File: src/rtl/uart_alu_interface_pkg.sv
// Shared definitions for the UART <-> ALU control stage:
// default widths, ALU opcode encodings, FSM state encoding and opcode validity check.
package uart_alu_interface_pkg;

    localparam int unsigned DEF_SIZEDATA = 8;
    localparam int unsigned DEF_SIZEOP   = 6;

    localparam logic [DEF_SIZEOP-1:0] OP_ADD = 6'b100000;
    localparam logic [DEF_SIZEOP-1:0] OP_SUB = 6'b100010;
    localparam logic [DEF_SIZEOP-1:0] OP_AND = 6'b100100;
    localparam logic [DEF_SIZEOP-1:0] OP_OR  = 6'b100101;
    localparam logic [DEF_SIZEOP-1:0] OP_XOR = 6'b100110;
    localparam logic [DEF_SIZEOP-1:0] OP_NOR = 6'b100111;
    localparam logic [DEF_SIZEOP-1:0] OP_SRA = 6'b000011;
    localparam logic [DEF_SIZEOP-1:0] OP_SRL = 6'b000010;

    typedef enum logic [2:0] {
        ST_GET_A   = 3'd0,
        ST_GET_B   = 3'd1,
        ST_GET_OP  = 3'd2,
        ST_EXEC    = 3'd3,
        ST_SEND    = 3'd4,
        ST_WAIT_TX = 3'd5
    } state_t;

    // True for the eight opcodes the ALU implements.
    function automatic logic is_valid_op(input logic [DEF_SIZEOP-1:0] op);
        case (op)
            OP_ADD, OP_SUB, OP_AND, OP_OR,
            OP_XOR, OP_NOR, OP_SRA, OP_SRL: return 1'b1;
            default:                        return 1'b0;
        endcase
    endfunction

endpackage

File: src/rtl/uart_alu_interface.sv
// Control stage between the UART rx/tx paths and the external combinational ALU.
// Collects operand A, operand B and opcode bytes, holds them on the ALU inputs,
// captures the ALU result and hands it to the transmitter, then waits for tx done.
// Ports:
//   i_clock, i_reset           clock, synchronous active-high reset
//   i_rx_done/i_rx_data/i_rx_err  received byte strobe, byte, parity error
//   i_alu_result               combinational ALU output
//   i_tx_done                  transmitter finished the byte
//   o_alu_a/o_alu_b/o_alu_op   registered ALU operands and opcode
//   o_tx_signal/o_tx_data      one-cycle tx start strobe and registered result byte
//   o_busy                     high while a result is computed or sent
//   o_err                      one-cycle pulse when a sequence is aborted
module uart_alu_interface
    import uart_alu_interface_pkg::*;
#(
    parameter int unsigned SIZEDATA = DEF_SIZEDATA,
    parameter int unsigned SIZEOP   = DEF_SIZEOP
) (
    input  logic                i_clock,
    input  logic                i_reset,
    input  logic                i_rx_done,
    input  logic [SIZEDATA-1:0] i_rx_data,
    input  logic                i_rx_err,
    input  logic [SIZEDATA-1:0] i_alu_result,
    input  logic                i_tx_done,
    output logic [SIZEDATA-1:0] o_alu_a,
    output logic [SIZEDATA-1:0] o_alu_b,
    output logic [SIZEOP-1:0]   o_alu_op,
    output logic                o_tx_signal,
    output logic [SIZEDATA-1:0] o_tx_data,
    output logic                o_busy,
    output logic                o_err
);

    state_t state_q;
    state_t state_d;

    logic load_a;
    logic load_b;
    logic load_op;
    logic load_tx;
    logic err_d;
    logic busy_d;
    logic op_ok;

    assign op_ok = is_valid_op(DEF_SIZEOP'(i_rx_data[SIZEOP-1:0]));

    // State register
    always_ff @(posedge i_clock) begin
        if (i_reset) begin
            state_q <= ST_GET_A;
        end else begin
            state_q <= state_d;
        end
    end

    // Next-state and register-load decode
    always_comb begin
        state_d = state_q;
        load_a  = 1'b0;
        load_b  = 1'b0;
        load_op = 1'b0;
        load_tx = 1'b0;
        err_d   = 1'b0;
        case (state_q)
            ST_GET_A: begin
                if (i_rx_done) begin
                    if (i_rx_err) begin
                        err_d = 1'b1;
                    end else begin
                        load_a  = 1'b1;
                        state_d = ST_GET_B;
                    end
                end
            end
            ST_GET_B: begin
                if (i_rx_done) begin
                    if (i_rx_err) begin
                        err_d   = 1'b1;
                        state_d = ST_GET_A;
                    end else begin
                        load_b  = 1'b1;
                        state_d = ST_GET_OP;
                    end
                end
            end
            ST_GET_OP: begin
                if (i_rx_done) begin
                    if (i_rx_err || !op_ok) begin
                        err_d   = 1'b1;
                        state_d = ST_GET_A;
                    end else begin
                        load_op = 1'b1;
                        state_d = ST_EXEC;
                    end
                end
            end
            // ALU has settled on the new operands by the end of EXEC; capture
            // the result so it and the tx strobe are both registered during SEND.
            ST_EXEC: begin
                load_tx = 1'b1;
                state_d = ST_SEND;
            end
            ST_SEND: begin
                state_d = ST_WAIT_TX;
            end
            ST_WAIT_TX: begin
                if (i_tx_done) begin
                    state_d = ST_GET_A;
                end
            end
            default: begin
                state_d = ST_GET_A;
            end
        endcase
        busy_d = (state_d == ST_EXEC) || (state_d == ST_SEND) || (state_d == ST_WAIT_TX);
    end

    // Output and datapath registers
    always_ff @(posedge i_clock) begin
        if (i_reset) begin
            o_alu_a     <= '0;
            o_alu_b     <= '0;
            o_alu_op    <= '0;
            o_tx_data   <= '0;
            o_tx_signal <= 1'b0;
            o_busy      <= 1'b0;
            o_err       <= 1'b0;
        end else begin
            if (load_a) begin
                o_alu_a <= i_rx_data;
            end
            if (load_b) begin
                o_alu_b <= i_rx_data;
            end
            if (load_op) begin
                o_alu_op <= i_rx_data[SIZEOP-1:0];
            end
            if (load_tx) begin
                o_tx_data <= i_alu_result;
            end
            o_tx_signal <= load_tx;
            o_busy      <= busy_d;
            o_err       <= err_d;
        end
    end

endmodule
File: config.mk
export PLATFORM = sky130hd
export DESIGN_NAME = uart_alu_interface
export DESIGN_NICKNAME = d
export VERILOG_FILES = /design/src/rtl/uart_alu_interface_pkg.sv /design/src/rtl/uart_alu_interface.sv
export SDC_FILE = /design/constraint.sdc
export NUM_CORES = 1
export LEC_CHECK = 0
export CAP_MARGIN = 0
export CORE_MARGIN = 2
export CORE_UTILIZATION = 46
export DETAILED_ROUTE_END_ITERATION = 16
export PLACE_DENSITY_LB_ADDON = 0.05
export SYNTH_ARGS = -nofsm -noshare
export SYNTH_HDL_FRONTEND = slang
export SYNTH_SLANG_ARGS = --single-unit
export TNS_END_PERCENT = 1
File: constraint.sdc
create_clock -name i_clock -period 3.2 [get_ports i_clock]
set_clock_uncertainty 0.15 [all_clocks]
set_input_delay 0.64 -clock i_clock [delete_from_list [all_inputs] [get_ports i_clock]]
set_output_delay 0.64 -clock i_clock [all_outputs]
set_load 0.03 [all_outputs]
==> report_table.html <==
<table>
<tr><th>Metric</th><th>Value</th></tr>
<tr><th colspan="2">STA</th></tr>
<tr><td>Min Clock Period, post-route</td><td>2180 ps</td></tr>
<tr><td>Transition time of the tightest slew-check pin</td><td>755 ps</td></tr>
<tr><td>Share of the clock period used by the worst path</td><td>0.682</td></tr>
<tr><td>Final setup violating endpoints</td><td>0</td></tr>
<tr><td>Setup_tns</td><td>0 ps</td></tr>
<tr><td>Relative slew slack</td><td>0.495</td></tr>
<tr><td>Final hold viol count</td><td>0</td></tr>
<tr><td>Highest achievable clock rate</td><td>458 MHz</td></tr>
<tr><td>Final-report max-slew violation count</td><td>0</td></tr>
<tr><td>Unrepaired setup endpoints after global routing</td><td>no</td></tr>
<tr><th colspan="2">Clock tree</th></tr>
<tr><td>TritonCTS clock tree</td><td>done</td></tr>
<tr><td># Post-CTS Setup Buffers</td><td>0</td></tr>
<tr><td>Clock H-tree levels</td><td>2</td></tr>
<tr><td>Clock edge transition at the registers on the reported setup and hold paths</td><td>100 ps</td></tr>
<tr><td>Number of instances resized during post-cts repair</td><td>0</td></tr>
<tr><td>Clock net sink count</td><td>36</td></tr>
<tr><td>Clock Tree Root</td><td>sky130_fd_sc_hd__clkbuf_4</td></tr>
<tr><td>Clk Latency, worst-skew pair</td><td>340 ps</td></tr>
<tr><td>Max clock buf depth</td><td>2</td></tr>
<tr><td>Clock buffer count from CTS</td><td>5</td></tr>
<tr><td>Post-CTS Hold Fix Bufs</td><td>0</td></tr>
<tr><th colspan="2">GRT</th></tr>
<tr><td>Wire length of the first global-routing pass</td><td>5030 µm</td></tr>
<tr><td>Maximum number of pins on one net before global-route repair</td><td>23</td></tr>
<tr><td>Antenna violations before repair</td><td>0</td></tr>
<tr><td>Grt ovf</td><td>0</td></tr>
<tr><td>GRT Overall Usage</td><td>0.196</td></tr>
<tr><td>Via count of the first global-routing pass</td><td>1161</td></tr>
<tr><th colspan="2">Synth</th></tr>
<tr><td>Ys flop type</td><td>sky130_fd_sc_hd__dfxtp_1</td></tr>
<tr><td>Syn. warnings</td><td>0</td></tr>
<tr><td>Proportion of synthesized flip-flops having asynchronous set or reset</td><td>0</td></tr>
<tr><td>Most common cell in the synthesized netlist</td><td>sky130_fd_sc_hd__dfxtp_1</td></tr>
<tr><td>Fraction of post-synthesis cell area in the top cell type by area</td><td>0.516</td></tr>
<tr><td>Top cells by area in the synthesized netlist</td><td>sky130_fd_sc_hd__dfxtp_1 52%, sky130_fd_sc_hd__mux2i_1 11%, sky130_fd_sc_hd__a21oi_1 5.4%</td></tr>
<tr><td>Cell area after synthesis</td><td>1400 µm²</td></tr>
<tr><td>Post-synthesis average cell area</td><td>9.43 µm²</td></tr>
<tr><td>Fraction of the yosys area taken by sequential cells</td><td>0.516</td></tr>
<tr><td>Number of library cell types mapped by synthesis</td><td>26</td></tr>
<tr><td>Number of nets in the synthesized netlist</td><td>169</td></tr>
<tr><td>Synthesized instance count</td><td>148</td></tr>
<tr><td>EDFF count, synth</td><td>0</td></tr>
<tr><td>Post-synthesis sequential element count</td><td>36</td></tr>
<tr><td>Synth cell count leaders</td><td>36 x sky130_fd_sc_hd__dfxtp_1, 20 x sky130_fd_sc_hd__nor2_1, 16 x sky130_fd_sc_hd__mux2i_1, 15 x sky130_fd_sc_hd__a21oi_1, 15 x sky130_fd_sc_hd__nand2_1</td></tr>
<tr><td>Leading area contributor after synthesis</td><td>sky130_fd_sc_hd__dfxtp_1</td></tr>
<tr><th colspan="2">Power and ir drop</th></tr>
<tr><td>Net switching power</td><td>0.201 mW</td></tr>
<tr><td>Sw Ratio</td><td>0.247</td></tr>
<tr><td>Maximum vdd drop</td><td>0.308 mV</td></tr>
<tr><td>Combinational power share</td><td>0.124</td></tr>
<tr><td>Share of power burned in registers</td><td>0.568</td></tr>
<tr><td>Power density cells</td><td>408 nW/µm²</td></tr>
<tr><td>Portion of total power attributed to the clock network</td><td>0.308</td></tr>
<tr><td>Internal power summed over all cells</td><td>0.613 mW</td></tr>
<tr><td>Reported leakage power</td><td>0.812 nW</td></tr>
<tr><th colspan="2">Worst setup path</th></tr>
<tr><td>Cells traversed along the worst timing path</td><td>clkdlybuf4s50_1</td></tr>
<tr><td>Required time of the critical path</td><td>2410 ps</td></tr>
<tr><td>Worst setup EP type</td><td>output pin</td></tr>
<tr><td>Crit path buf inv count</td><td>1</td></tr>
<tr><td>Cell with the biggest individual delay on the critical path</td><td>sky130_fd_sc_hd__clkdlybuf4s50_1</td></tr>
<tr><td>Setup Crit Path Kind</td><td>flip-flop to output pin</td></tr>
<tr><td>Data arrival time of the critical path</td><td>1390 ps</td></tr>
<tr><td>Largest fanout on the critical path</td><td>2</td></tr>
<tr><td>Kind of cell adding the most delay to the critical path</td><td>buffers and inverters</td></tr>
<tr><td>Worst setup SP type</td><td>flip-flop</td></tr>
<tr><td>Crit-path max cell delay</td><td>700 ps</td></tr>
<tr><th colspan="2">Layout</th></tr>
<tr><td>Area of all placed cells without fillers</td><td>2000 µm²</td></tr>
<tr><td>Area of the multi-input gates</td><td>628 µm²</td></tr>
<tr><td>Final nets</td><td>222</td></tr>
<tr><td>Filler cell count</td><td>228</td></tr>
<tr><td>ANT cells</td><td>0</td></tr>
<tr><td>Fraction of layout instances using a drive strength above 1</td><td>0.0644</td></tr>
<tr><td>Area growth, synth to finish</td><td>43.2%</td></tr>
<tr><td>Area taken by flip-flops and latches</td><td>721 µm²</td></tr>
<tr><td>Final std cells w/o fill</td><td>233</td></tr>
<tr><th colspan="2">Die</th></tr>
<tr><td>Number of primary I/O pins</td><td>54</td></tr>
<tr><td>Die width</td><td>59.1 µm</td></tr>
<tr><td>Starting Density</td><td>0.494</td></tr>
<tr><td>Std-Cell Rows</td><td>19</td></tr>
<tr><td>Die area</td><td>3490 µm²</td></tr>
<tr><td>Die height</td><td>59.1 µm</td></tr>
<tr><td>Placeable core region</td><td>2830 µm²</td></tr>
<tr><th colspan="2">Route</th></tr>
<tr><td>Mean routed wirelength per cell</td><td>13.1 µm</td></tr>
<tr><td>Via total after detailed routing</td><td>1230</td></tr>
<tr><td>Post-DRT Antenna Nets</td><td>0</td></tr>
<tr><td>Drt via density</td><td>5.28</td></tr>
<tr><td>Wire length reported by the detailed router</td><td>3060 µm</td></tr>
<tr><td>DRT iter0 DRCs</td><td>49</td></tr>
<tr><td>DRC violations left</td><td>0</td></tr>
<tr><td>Count of TritonRoute iterations in the first routing pass</td><td>4</td></tr>
<tr><th colspan="2">Place</th></tr>
<tr><td>HPWL reported at the end of detailed placement</td><td>2270 µm</td></tr>
<tr><td>Final weighted congestion in routability-driven placement</td><td>0.819</td></tr>
<tr><td>Number of input and output port buffers inserted</td><td>53</td></tr>
<tr><td>Number of cells after detailed placement</td><td>225</td></tr>
<tr><td>Cell area reported after detailed placement</td><td>1940 µm²</td></tr>
<tr><th colspan="2">Status</th></tr>
<tr><td>Run status</td><td>finished clean</td></tr>
<tr><th colspan="2">Min path</th></tr>
<tr><td>Hold/Removal Path Class</td><td>flip-flop to flip-flop</td></tr>
<tr><th colspan="2">Flow run</th></tr>
<tr><td>Total of max-cap violations</td><td>0</td></tr>
</table>
-- per-stage QoR --
| stage | utilization | hold WS, ps | setup slack [ps] | power [mW] |
|---|---|---|---|---|
| finish | 0.707 | 313 | 1020 | 0.815 |
| floorplan | - | 413 | 1460 | 0.522 |
| global route | 0.707 | 341 | 940 | 0.850 |
| global placement | 0.686 | 292 | 746 | 0.573 |
| CTS | 0.707 | 319 | 1000 | 0.825 |
| detailed placement | 0.686 | 302 | 720 | 0.574 |
-- state kept, by name, summed over array words and instances (netlist names) --
name	flops
o_busy	1
state_q	3
o_err	1
o_alu_a	8
o_tx_data	8
o_alu_b	8
o_tx_signal	1
o_alu_op	6
-- layer usage --
| layer | wire, µm | share of wire | global-route usage | vias up |
|---|---|---|---|---|
| met5 | 0 | 0 | 0 | - |
| met4 | 44 | 0.014 | 0.0844 | 0 |
| met3 | 316 | 0.10 | 0.111 | 5 |
| met2 | 1420 | 0.46 | 0.297 | 45 |
| met1 | 1280 | 0.42 | 0.225 | 568 |
| li1 | - | - | - | 612 |
-- path summary, 6_finish.rpt --
| check | startpoint | end | slack (ps) | depth (start not counted) |
|---|---|---|---|---|
| worst max-delay path | o_alu_op[0] | o_alu_op[0] | 1020 | 1 |
| worst min-delay path | o_alu_b[0] | o_alu_b[0] | 310 | 2 |
| worst max register to register | state_q[2] | o_busy | 1450 | 4 |
| worst min register to register | o_alu_b[0] | o_alu_b[0] | 310 | 2 |
-- power groups by stage --
stage / Combinational (mW) / Sequential (mW) / Clock (mW)
detailed placement: 0.101 / 0.473 / 0
CTS: 0.101 / 0.463 / 0.261
global placement: 0.100 / 0.473 / 0
global route: 0.109 / 0.464 / 0.276
finish: 0.101 / 0.462 / 0.251
floorplan: 0.0361 / 0.486 / 0
-- cells by family after synthesis --
kind of cell / count (synthesis) / synth area share
simple gates: 61 / 0.219
flops: 36 / 0.516
compound gates: 24 / 0.116
mux: 16 / 0.115
buf+inv: 11 / 0.0340
-- layout make-up --
class                   count  share of cell area
multi-input cells         101               0.314
inverters                   2             0.00375
repair buffers             55               0.273
clock buffers               8              0.0294
well taps                  31              0.0194
flip-flops and latches     36               0.360
-- layout by cell type (no fill, tap or decap), types with 2 or more instances in the layout --
master	count
sky130_fd_sc_hd__a21oi_1	15
sky130_fd_sc_hd__clkbuf_4	5
sky130_fd_sc_hd__mux2i_1	16
sky130_fd_sc_hd__a211oi_1	2
sky130_fd_sc_hd__nand2_1	15
sky130_fd_sc_hd__inv_1	2
sky130_fd_sc_hd__nand3_1	14
sky130_fd_sc_hd__and3b_1	2
sky130_fd_sc_hd__clkdlybuf4s50_1	53
sky130_fd_sc_hd__nand2b_1	3
sky130_fd_sc_hd__clkbuf_1	2
sky130_fd_sc_hd__buf_4	2
sky130_fd_sc_hd__dfxtp_1	36
sky130_fd_sc_hd__nor2_1	20
No activity file was read; power rests on OpenSTA's default activity.
